<file path="config.mk">
export PLATFORM = sky130hd
export DESIGN_NAME = rf_cmd_ctrl
export DESIGN_NICKNAME = d
export VERILOG_FILES = /design/src/rtl/rf_cmd_ctrl_pkg.sv /design/src/rtl/rf_cmd_ctrl.sv
export SDC_FILE = /design/constraint.sdc
export NUM_CORES = 1
export LEC_CHECK = 0
export CAP_MARGIN = 40
export CORE_MARGIN = 3
export CORE_UTILIZATION = 30
export CTS_BUF_LIST = sky130_fd_sc_hd__clkbuf_16
export CTS_CLUSTER_DIAMETER = 200
export CTS_CLUSTER_SIZE = 12
export DETAILED_ROUTE_END_ITERATION = 6
export PLACE_DENSITY_LB_ADDON = 0.12
export SLEW_MARGIN = 20
export SYNTH_ARGS = -nofsm -noshare
export SYNTH_HDL_FRONTEND = slang
export SYNTH_SLANG_ARGS = --single-unit
</file>
<file path="constraint.sdc">
create_clock -name CLK -period 1.75 [get_ports CLK]
set_input_delay 0.525 -clock CLK [delete_from_list [all_inputs] [get_ports CLK]]
set_output_delay 0.525 -clock CLK [all_outputs]
set_load 0.005 [all_outputs]
</file>
<file path="src/rtl/rf_cmd_ctrl_pkg.sv">
// ---------------------------------------------------------------------------
// rf_cmd_ctrl_pkg
//    Shared system-control definitions for the register-file command
//    controller: command opcodes received over the RX byte stream, the
//    controller state encoding and the response watchdog limit.
// ---------------------------------------------------------------------------
package rf_cmd_ctrl_pkg;

   // Command opcodes (first byte of every frame)
   localparam logic [7:0] OPC_RF_WR     = 8'hAA;
   localparam logic [7:0] OPC_RF_RD     = 8'hBB;
   localparam logic [7:0] OPC_ALU_OP    = 8'hCC;
   localparam logic [7:0] OPC_ALU_NO_OP = 8'hDD;

   // Number of cycles a wait state tolerates without its valid strobe
   localparam logic [2:0] WDOG_LIMIT = 3'd7;

   typedef enum logic [3:0] {
      IDLE     = 4'd0,
      WR_ADDR  = 4'd1,
      WR_DATA  = 4'd2,
      RD_ADDR  = 4'd3,
      RD_WAIT  = 4'd4,
      OP_A     = 4'd5,
      OP_B     = 4'd6,
      ALU_FN   = 4'd7,
      ALU_WAIT = 4'd8,
      TX_B0    = 4'd9,
      TX_B1    = 4'd10
   } state_t;

endpackage

</file>
<file path="src/rtl/rf_cmd_ctrl.sv">
// ---------------------------------------------------------------------------
// rf_cmd_ctrl
//    Decodes command frames arriving as RX bytes and drives the register
//    file, the ALU and the TX FIFO accordingly.
//       AA addr data      : register write
//       BB addr           : register read, result byte sent to TX
//       CC a b fn         : write operands to regs 0/1, run ALU, send 2 bytes
//       DD fn             : run ALU on existing operands, send 2 bytes
//
// Ports
//    CLK           system clock, rising edge
//    RST           synchronous active-low reset
//    RX_P_DATA     received byte, qualified by RX_D_VLD
//    RdData        register file read data, qualified by RdData_Valid
//    ALU_OUT       ALU result, qualified by OUT_VALID
//    FIFO_FULL     TX FIFO full, stalls TX pushes
//    Address, WrEn, RdEn, WrData   register file access
//    ALU_EN, ALU_FUN, CLK_EN       ALU start strobe, function, clock gate
//    TX_P_DATA, TX_D_VLD           TX FIFO push
// ---------------------------------------------------------------------------
module rf_cmd_ctrl
   import rf_cmd_ctrl_pkg::*;
#(
   parameter int DATA_WIDTH = 8,
   parameter int ADDR_WIDTH = 4
) (
   input  logic                      CLK,
   input  logic                      RST,
   input  logic [DATA_WIDTH-1:0]     RX_P_DATA,
   input  logic                      RX_D_VLD,
   input  logic [DATA_WIDTH-1:0]     RdData,
   input  logic                      RdData_Valid,
   input  logic [2*DATA_WIDTH-1:0]   ALU_OUT,
   input  logic                      OUT_VALID,
   input  logic                      FIFO_FULL,
   output logic [ADDR_WIDTH-1:0]     Address,
   output logic                      WrEn,
   output logic                      RdEn,
   output logic [DATA_WIDTH-1:0]     WrData,
   output logic                      ALU_EN,
   output logic [3:0]                ALU_FUN,
   output logic                      CLK_EN,
   output logic [DATA_WIDTH-1:0]     TX_P_DATA,
   output logic                      TX_D_VLD
);

   state_t                    state_q, state_d;
   logic [ADDR_WIDTH-1:0]     addr_q, addr_d;
   logic [2*DATA_WIDTH-1:0]   hold_q, hold_d;
   logic                      one_byte_q, one_byte_d;
   logic [2:0]                wdog_q, wdog_d;

   // State and context registers, cleared by the synchronous reset
   always_ff @(posedge CLK) begin
      if (!RST) begin
         state_q    <= IDLE;
         addr_q     <= '0;
         hold_q     <= '0;
         one_byte_q <= 1'b0;
         wdog_q     <= '0;
      end else begin
         state_q    <= state_d;
         addr_q     <= addr_d;
         hold_q     <= hold_d;
         one_byte_q <= one_byte_d;
         wdog_q     <= wdog_d;
      end
   end

   // Next-state and Mealy strobe logic. Strobes are issued in the same cycle
   // as the qualifying input strobe; every output is forced low in reset so
   // a frame interrupted by reset never leaks a strobe.
   always_comb begin
      state_d    = state_q;
      addr_d     = addr_q;
      hold_d     = hold_q;
      one_byte_d = one_byte_q;
      wdog_d     = wdog_q;

      Address    = '0;
      WrEn       = 1'b0;
      RdEn       = 1'b0;
      WrData     = '0;
      ALU_EN     = 1'b0;
      ALU_FUN    = 4'd0;
      CLK_EN     = 1'b0;
      TX_P_DATA  = '0;
      TX_D_VLD   = 1'b0;

      case (state_q)
         IDLE: begin
            if (RX_D_VLD) begin
               if (RX_P_DATA == DATA_WIDTH'(OPC_RF_WR))
                  state_d = WR_ADDR;
               else if (RX_P_DATA == DATA_WIDTH'(OPC_RF_RD))
                  state_d = RD_ADDR;
               else if (RX_P_DATA == DATA_WIDTH'(OPC_ALU_OP))
                  state_d = OP_A;
               else if (RX_P_DATA == DATA_WIDTH'(OPC_ALU_NO_OP))
                  state_d = ALU_FN;
            end
         end

         WR_ADDR: begin
            if (RX_D_VLD) begin
               addr_d  = RX_P_DATA[ADDR_WIDTH-1:0];
               state_d = WR_DATA;
            end
         end

         WR_DATA: begin
            if (RX_D_VLD) begin
               WrEn    = 1'b1;
               Address = addr_q;
               WrData  = RX_P_DATA;
               state_d = IDLE;
            end
         end

         RD_ADDR: begin
            if (RX_D_VLD) begin
               RdEn    = 1'b1;
               Address = RX_P_DATA[ADDR_WIDTH-1:0];
               wdog_d  = '0;
               state_d = RD_WAIT;
            end
         end

         // The strobe wins over the watchdog, so a response in the last
         // tolerated cycle is still taken.
         RD_WAIT: begin
            if (RdData_Valid) begin
               hold_d     = {{DATA_WIDTH{1'b0}}, RdData};
               one_byte_d = 1'b1;
               state_d    = TX_B0;
            end else if (wdog_q == WDOG_LIMIT - 3'd1) begin
               state_d = IDLE;
            end else begin
               wdog_d = wdog_q + 3'd1;
            end
         end

         OP_A: begin
            if (RX_D_VLD) begin
               WrEn    = 1'b1;
               Address = '0;
               WrData  = RX_P_DATA;
               state_d = OP_B;
            end
         end

         OP_B: begin
            if (RX_D_VLD) begin
               WrEn    = 1'b1;
               Address = ADDR_WIDTH'(1);
               WrData  = RX_P_DATA;
               state_d = ALU_FN;
            end
         end

         // Clock gate opens while waiting for the function byte so the ALU
         // is already clocked when ALU_EN fires.
         ALU_FN: begin
            CLK_EN = 1'b1;
            if (RX_D_VLD) begin
               ALU_EN  = 1'b1;
               ALU_FUN = RX_P_DATA[3:0];
               wdog_d  = '0;
               state_d = ALU_WAIT;
            end
         end

         ALU_WAIT: begin
            CLK_EN = 1'b1;
            if (OUT_VALID) begin
               hold_d     = ALU_OUT;
               one_byte_d = 1'b0;
               state_d    = TX_B0;
            end else if (wdog_q == WDOG_LIMIT - 3'd1) begin
               state_d = IDLE;
            end else begin
               wdog_d = wdog_q + 3'd1;
            end
         end

         TX_B0: begin
            if (!FIFO_FULL) begin
               TX_D_VLD  = 1'b1;
               TX_P_DATA = hold_q[DATA_WIDTH-1:0];
               state_d   = one_byte_q ? IDLE : TX_B1;
            end
         end

         TX_B1: begin
            if (!FIFO_FULL) begin
               TX_D_VLD  = 1'b1;
               TX_P_DATA = hold_q[2*DATA_WIDTH-1:DATA_WIDTH];
               state_d   = IDLE;
            end
         end

         default: state_d = IDLE;
      endcase

      if (!RST) begin
         Address   = '0;
         WrEn      = 1'b0;
         RdEn      = 1'b0;
         WrData    = '0;
         ALU_EN    = 1'b0;
         ALU_FUN   = 4'd0;
         CLK_EN    = 1'b0;
         TX_P_DATA = '0;
         TX_D_VLD  = 1'b0;
      end
   end

endmodule

</file>
==> results.tsv, run 1 <==
metric	value	unit
area grow syn2layout	88.2	%
Slew @ Worst Pin	0.335	ns
most common cell after layout, fill and taps aside	buf_4	
drt first pass iters	4	
clock latency at the later pin of the worst-skew pair	0.26	ns
initial antenna violation count	0	
Worst VDD drop	680	µV
Pwr Density	1030	mW/mm²
vias in the first global route	1985	
Top cell by count, worst path	buf_6	
synth unique cells	46	
CP Max Fanout	5	
register-to-register setup slack	-0.05	ns
R2R Path End	state_q[0]	
layout cell share with drive strength beyond 1	44.5	%
Slew Viols, Final	0	
initial drt markers	109	
unrepaired setup endpoints after global routing	true	
FF-to-FF path depth	7	
top_reg_cell synth	dfxtp_1	
critical path required time	1.22	ns
clk slew on worst S/H paths	0.07	ns
max-cap viol count	0	
Worst R2R Start	state_q[1]	
Slew headroom	77.5	%
core area	0.00574	mm²
clock tree sinks	28	
Yosys Warn Count	0	
critical path's top delay family	simple AND/OR/NAND/NOR gates	
Vias/cell	5.13	
Layout Skew	0.00264	ns
Final min period	2.19	ns
die area	0.00714	mm²
remaining routing DRC violations	0	
htree depth	1	
CP startpoint	state_q[1]	
syn avg cell area	8.11	µm²
Buffers & Inverters on Critical Path	4	
total routing usage reported by global routing	16.9	%
slowest stage delay, CP	0.40	ns
Min-Delay Path Class	flip-flop to flip-flop	
first-pass GRT wire length	10100	µm
site row count	27	
nets	398	
Critical Path AT	1.67	ns
Post-CTS Hold Buffers	0	
antenna cells	0	
total routed wirelength	6630	µm
number of I/O pins	67	
crit share post-route	125	%
register area share after synthesis	30.3	%
Die Wd	84.5	µm
crit path capture	ALU_FUN[1]	
Post-synth EDFFs	0	
Cell Chain, Critical Path	buf_6, and2b_1, nand3_2, buf_6, nor2_4, buf_6, and2_1, buf_2	
worst slack at placement	-0.884	ns
status	finished with violations	
total power	3590	µW
Cells after Synth	228	
ANT nets after route	0	
failing checks	negative setup slack	
die height	84.5	µm
Max Root-Sink Buffers	2	
post-synth design cell area	0.00185	mm²
Crit. End Element	primary output	
port buffer count	66	
CTS Root Cell	clkbuf_16	
Initial Util	32.2	%
final setup violating endpoints	31	
TritonCTS Buffers	3	
CP max stage cell	dfxtp_4	
Avg WL per Cell	15.4	µm
largest net degree at the start of global routing	27	
CTS tree	done	
syn nets	268	
WS Path Type	flip-flop to primary output	
P_leak	0.00152	µW
DP Area	0.00283	mm²
HPWL Detailed	4320	µm
Critical Path Stages	8	
total gr overflow	0	
most frequent cells in the layout	45 x buf_4, 34 x buf_6, 27 x clkdlybuf4s50_1	
Startpoint Class	flip-flop	
routability cong.	0.796	
Max Fclk	0.456	GHz
final worst-path setup slack	-0.443	ns
Async SR Flop Fraction	0	%
post-route cell area	0.00348	mm²
final-report hold violation count	0	
flops & latches, synth	28	
Vias	2200	
min-delay src	hold_q[10]	
Post-Route Setup TNS	-9.17	ns
## area by class of cell
class | instances | area, µm²
timing repair buffer | 140 | 1270
inverter | 4 | 17.5
clock buffer | 3 | 75.1
fill | 498 | 2270
sequential | 28 | 576
clock inverter | 1 | 30.0
multi-input combinational | 181 | 1420
tap | 72 | 90.1
## how the worst min path moves through the flow
stage / end / slack, ns / depth (start not counted)
5_1_grt: hold_q[14] / 0.50 / 2
3_5_place_dp: hold_q[14] / 0.45 / 2
2_1_floorplan: hold_q[10] / 0.43 / 2
3_3_place_gp: hold_q[14] / 0.45 / 2
6_report: hold_q[10] / 0.48 / 2
4_1_cts: hold_q[14] / 0.47 / 2
## stage by stage
step	cells	hold slack (ns)	util, %
after detailed placement	387	0.453	49.3
after CTS	411	0.472	54.5
after floorplan	228	0.430	-
final	429	0.479	60.5
after global routing	429	0.497	60.5
after global placement	387	0.446	49.3
## flip-flops by register name (all words and copies together), names as in the netlist
name        cells
hold_q         16
one_byte_q      1
wdog_q          3
addr_q          4
state_q         4
## synth_stat cells, types with 2 or more instances
library cell	n	area, µm²
nand2b_1	4	25.0
dfxtp_1	28	561
xnor2_1	2	17.5
ha_1	2	25.0
o21ai_0	3	15.0
nor2b_1	8	50.1
nor2_1	26	97.6
clkbuf_1	6	22.5
a22oi_1	9	67.6
buf_4	3	22.5
a211oi_1	3	22.5
nand4bb_1	2	22.5
buf_2	5	25.0
nand2_1	27	101
xor2_1	3	26.3
nor3_1	3	15.0
inv_1	4	15.0
nand3_1	12	60.1
a21oi_1	4	20.0
a21boi_1	8	60.1
and2_1	15	93.8
nor4bb_1	2	20.0
nand3b_1	3	22.5
mux2i_1	16	160
o211a_1	9	90.1
## power by group
part / total [µW] / leakage (µW) / internal, µW / switching, µW
Sequential: 918 / 0.000230 / 773 / 145
Clock: 671 / 0.0000511 / 455 / 216
Combinational: 2000 / 0.00124 / 1130 / 873
Total: 3590 / 0.00152 / 2360 / 1230
## logic make-up (layout without fill, tap and decap cells)
| logic type | count (synthesis) | after routing | synth area share (%) |
|---|---|---|---|
| and+or+nand+nor | 107 | 108 | 29.4 |
| AOI/OAI and AO/OA | 50 | 50 | 22.5 |
| DFF | 28 | 28 | 30.3 |
| buffers and inverters | 20 | 148 | 5.42 |
| muxes | 16 | 16 | 8.67 |
| xor gates and xnor gates | 5 | 5 | 2.37 |
| adders and majority gates | 2 | 2 | 1.35 |
## timing repair
item | 4_1_cts | 5_1_grt
pin swaps | 26 | 22
setup buffers | 17 | 18
gates resized for setup | 176 | 53
gates cloned | 3 | 1
setup endpoints to repair | 41 | 36
## worst register-to-register path, delay by kind of cell (launching register included)
family / cells / cell delay, ns
AND/OR/NAND/NOR: 2 / 0.33
AO/OA/AOI/OAI: 3 / 0.76
buffers and inverters: 2 / 0.26
flip-flops: 1 / 0.38
## routing by layer
layer	track usage, %	wire length, µm	vias to the layer above
met5	0	0	-
met4	1.73	99	0
met3	3.34	366	14
met2	28.0	3200	61
met1	23.7	2960	1056
li1	-	-	1069
Power figures use the tool's default switching activity.
==> inputs of run 2 (changes only) <==
Settings changed: CORE_MARGIN 3 to default.
Clock period 1.75 ns to 2.6 ns, I/O delays scaled along.
==> run 2 against run 1 <==
The run now ends clean. Sequential cell count unchanged. Setup slack better by 0.51 ns. Final cell count down 7.9%. Wire length is 15% lower. Final area is 15% lower. Combinational power decreased by 51%.
==> results.tsv, run 2 (same netlist as run 1, synthesis figures left out) <==
metric	value	unit	change
Min Hold Slack	0.450	ns	was 0.479 ns
Die Wd	80.5	µm	was 84.5 µm
CTS Root Cell	clkbuf_16		unchanged
P_leak	0.00140	µW	was 0.00152 µW
Min-Delay Path Class	flip-flop to flip-flop		unchanged
nets	361		was 398
clock tree sinks	28		unchanged
Critical Path AT	1.75	ns	was 1.67 ns
Initial Util	31.2	%	was 32.2%
max reg flops	16		unchanged
Flop pwr share	28.9	%	was 25.6%
Layout Skew	0.00353	ns	was 0.00264 ns
total gr overflow	0		unchanged
Pwr Density	689	mW/mm²	was 1030 mW/mm²
die area	0.00648	mm²	was 0.00714 mm²
Max Fclk	0.395	GHz	
Sw Share	35.2	%	was 34.4%
Max Root-Sink Buffers	2		unchanged
Slew headroom	73.3	%	was 77.5%
CTS tree	done		unchanged
CP Max Fanout	4		was 5
number of I/O pins	67		unchanged
final-report hold violation count	0		unchanged
Gate power share	48.3	%	was 55.8%
most frequent cells in the layout	35 x buf_4, 32 x clkdlybuf4s50_1, 26 x nand2_1		was 45 x buf_4, 34 x buf_6, 27 x clkdlybuf4s50_1
Post-CTS Hold Buffers	0		unchanged
first-pass GRT wire length	9270	µm	was 10100 µm
ANT nets after route	0		unchanged
routability cong.	0.847		was 0.796
clock latency at the later pin of the worst-skew pair	0.26	ns	about the same
Top Registers	hold_q: 16 flops, addr_q: 4 flops, state_q: 4 flops		unchanged
site row count	28		was 27
die height	80.5	µm	was 84.5 µm
Avg WL per Cell	14.3	µm	was 15.4 µm
HPWL Detailed	4110	µm	was 4320 µm
Cells after DPL	385		was 387
status	finished clean		was finished with violations
area grow syn2layout	60.1	%	was 88.2%
critical path required time	1.82	ns	was 1.22 ns
remaining routing DRC violations	0		unchanged
drt first pass iters	4		unchanged
register-to-register setup slack	0.75	ns	was -0.05 ns
R2R Path End	state_q[0]		unchanged
NetSw	717	µW	was 1230 µW
total power	2040	µW	was 3590 µW
Slew @ Worst Pin	0.391	ns	was 0.335 ns
Vias	1979		was 2200
core area	0.00592	mm²	was 0.00574 mm²
min-delay src	hold_q[14]		was hold_q[10]
Worst R2R Start	state_q[3]		was state_q[1]
Post-Route Setup TNS	0	ns	was -9.17 ns
clk slew on worst S/H paths	0.07	ns	about the same
Final min period	2.53	ns	
htree depth	1		unchanged
vias in the first global route	2008		was 1985
initial drt markers	58		was 109
Seq. cell area	571	µm²	was 576 µm²
post-route cell area	0.00296	mm²	was 0.00348 mm²
max-cap viol count	0		unchanged
Biggest register	hold_q		unchanged
hold depth	2		unchanged
Worst Hold End	hold_q[14]		was hold_q[10]
crit share post-route	97.4	%	
FF-to-FF path depth	7		unchanged
unrepaired setup endpoints after global routing	false		was true
Worst VDD drop	314	µV	was 680 µV
final setup violating endpoints	0		was 31
most common cell after layout, fill and taps aside	buf_4		unchanged
largest net degree at the start of global routing	27		unchanged
internal power	1320	µW	was 2360 µW
Startpoint Class	primary input		was flip-flop
# fillers	594		was 498
total routing usage reported by global routing	18.4	%	was 16.9%
TritonCTS Buffers	3		unchanged
Crit. End Element	primary output		unchanged
WS Path Type	primary input to primary output		was flip-flop to primary output
antenna cells	0		unchanged
port buffer count	66		unchanged
Vias/cell	5.01		was 5.13
Slew Viols, Final	0		unchanged
final cell count without fillers	395		was 429
total routed wirelength	5650	µm	was 6630 µm
area of the multi-input gates	0.00127	mm²	was 0.00142 mm²
DP Area	0.00279	mm²	was 0.00283 mm²
initial antenna violation count	0		unchanged
layout cell share with drive strength beyond 1	24.1	%	was 44.5%
clock power share	22.8	%	was 18.7%
-- run 2: metal layers --
| metal | up-vias | track usage, % | wire (µm) |
|---|---|---|---|
| met5 | - | 0 | 0 |
| met4 | 0 | 5.71 | 99 |
| met3 | 11 | 3.41 | 357 |
| met2 | 50 | 33.6 | 2680 |
| met1 | 922 | 21.5 | 2510 |
| li1 | 996 | - | - |
-- run 2: layout make-up --
class	instances	share of cell area, %
Clock buffer	3	2.54
Clock inverter	1	1.02
Inverter	4	0.508
Multi-Input combinational cell	181	42.9
Sequential cell	28	19.3
Tap cell	75	3.17
Timing Repair Buffer	103	30.6
-- run 2: worst max path at each step --
stage                   end  slack [ns]  startpoint  depth (start not counted)
3_3_place_gp     ALU_FUN[0]       -0.50         RST                          5
6_report               WrEn        0.07    RX_D_VLD                          4
2_1_floorplan    ALU_FUN[0]        0.29         RST                          4
5_1_grt        TX_P_DATA[0]       0.009   FIFO_FULL                          5
3_5_place_dp     ALU_FUN[0]       -0.54         RST                          5
4_1_cts        TX_P_DATA[0]      -0.001   FIFO_FULL                          5
-- run 2: critical path, cell delays in order --
cell,delay (ns)
buf_2,0.14
and4_4,0.25
buf_4,0.10
clkdlybuf4s50_1,0.48
-- run 2: per-stage QoR --
step	setup WS (ns)	util, %
after detailed placement	-0.545	47.2
after global placement	-0.502	47.2
after global routing	0.00914	50.0
after CTS	-0.00103	50.0
final	0.0680	50.0
after floorplan	0.286	-
-- run 2: power by group through the flow --
stage	Clock (µW)	Combinational, µW	Sequential (µW)
2_1_floorplan	0	612	550
3_3_place_gp	0	921	578
6_report	465	984	588
4_1_cts	480	984	588
3_5_place_dp	0	925	578
5_1_grt	493	1080	602
-- run 2: what timing repair did --
action                                  4_1_cts  5_1_grt
pin swaps                                     2        2
hold endpoints to repair                      0        0
buffers inserted                              2        3
gates cloned                                  1        0
endpoints found under the setup margin       29       15
resized for setup                            63       21
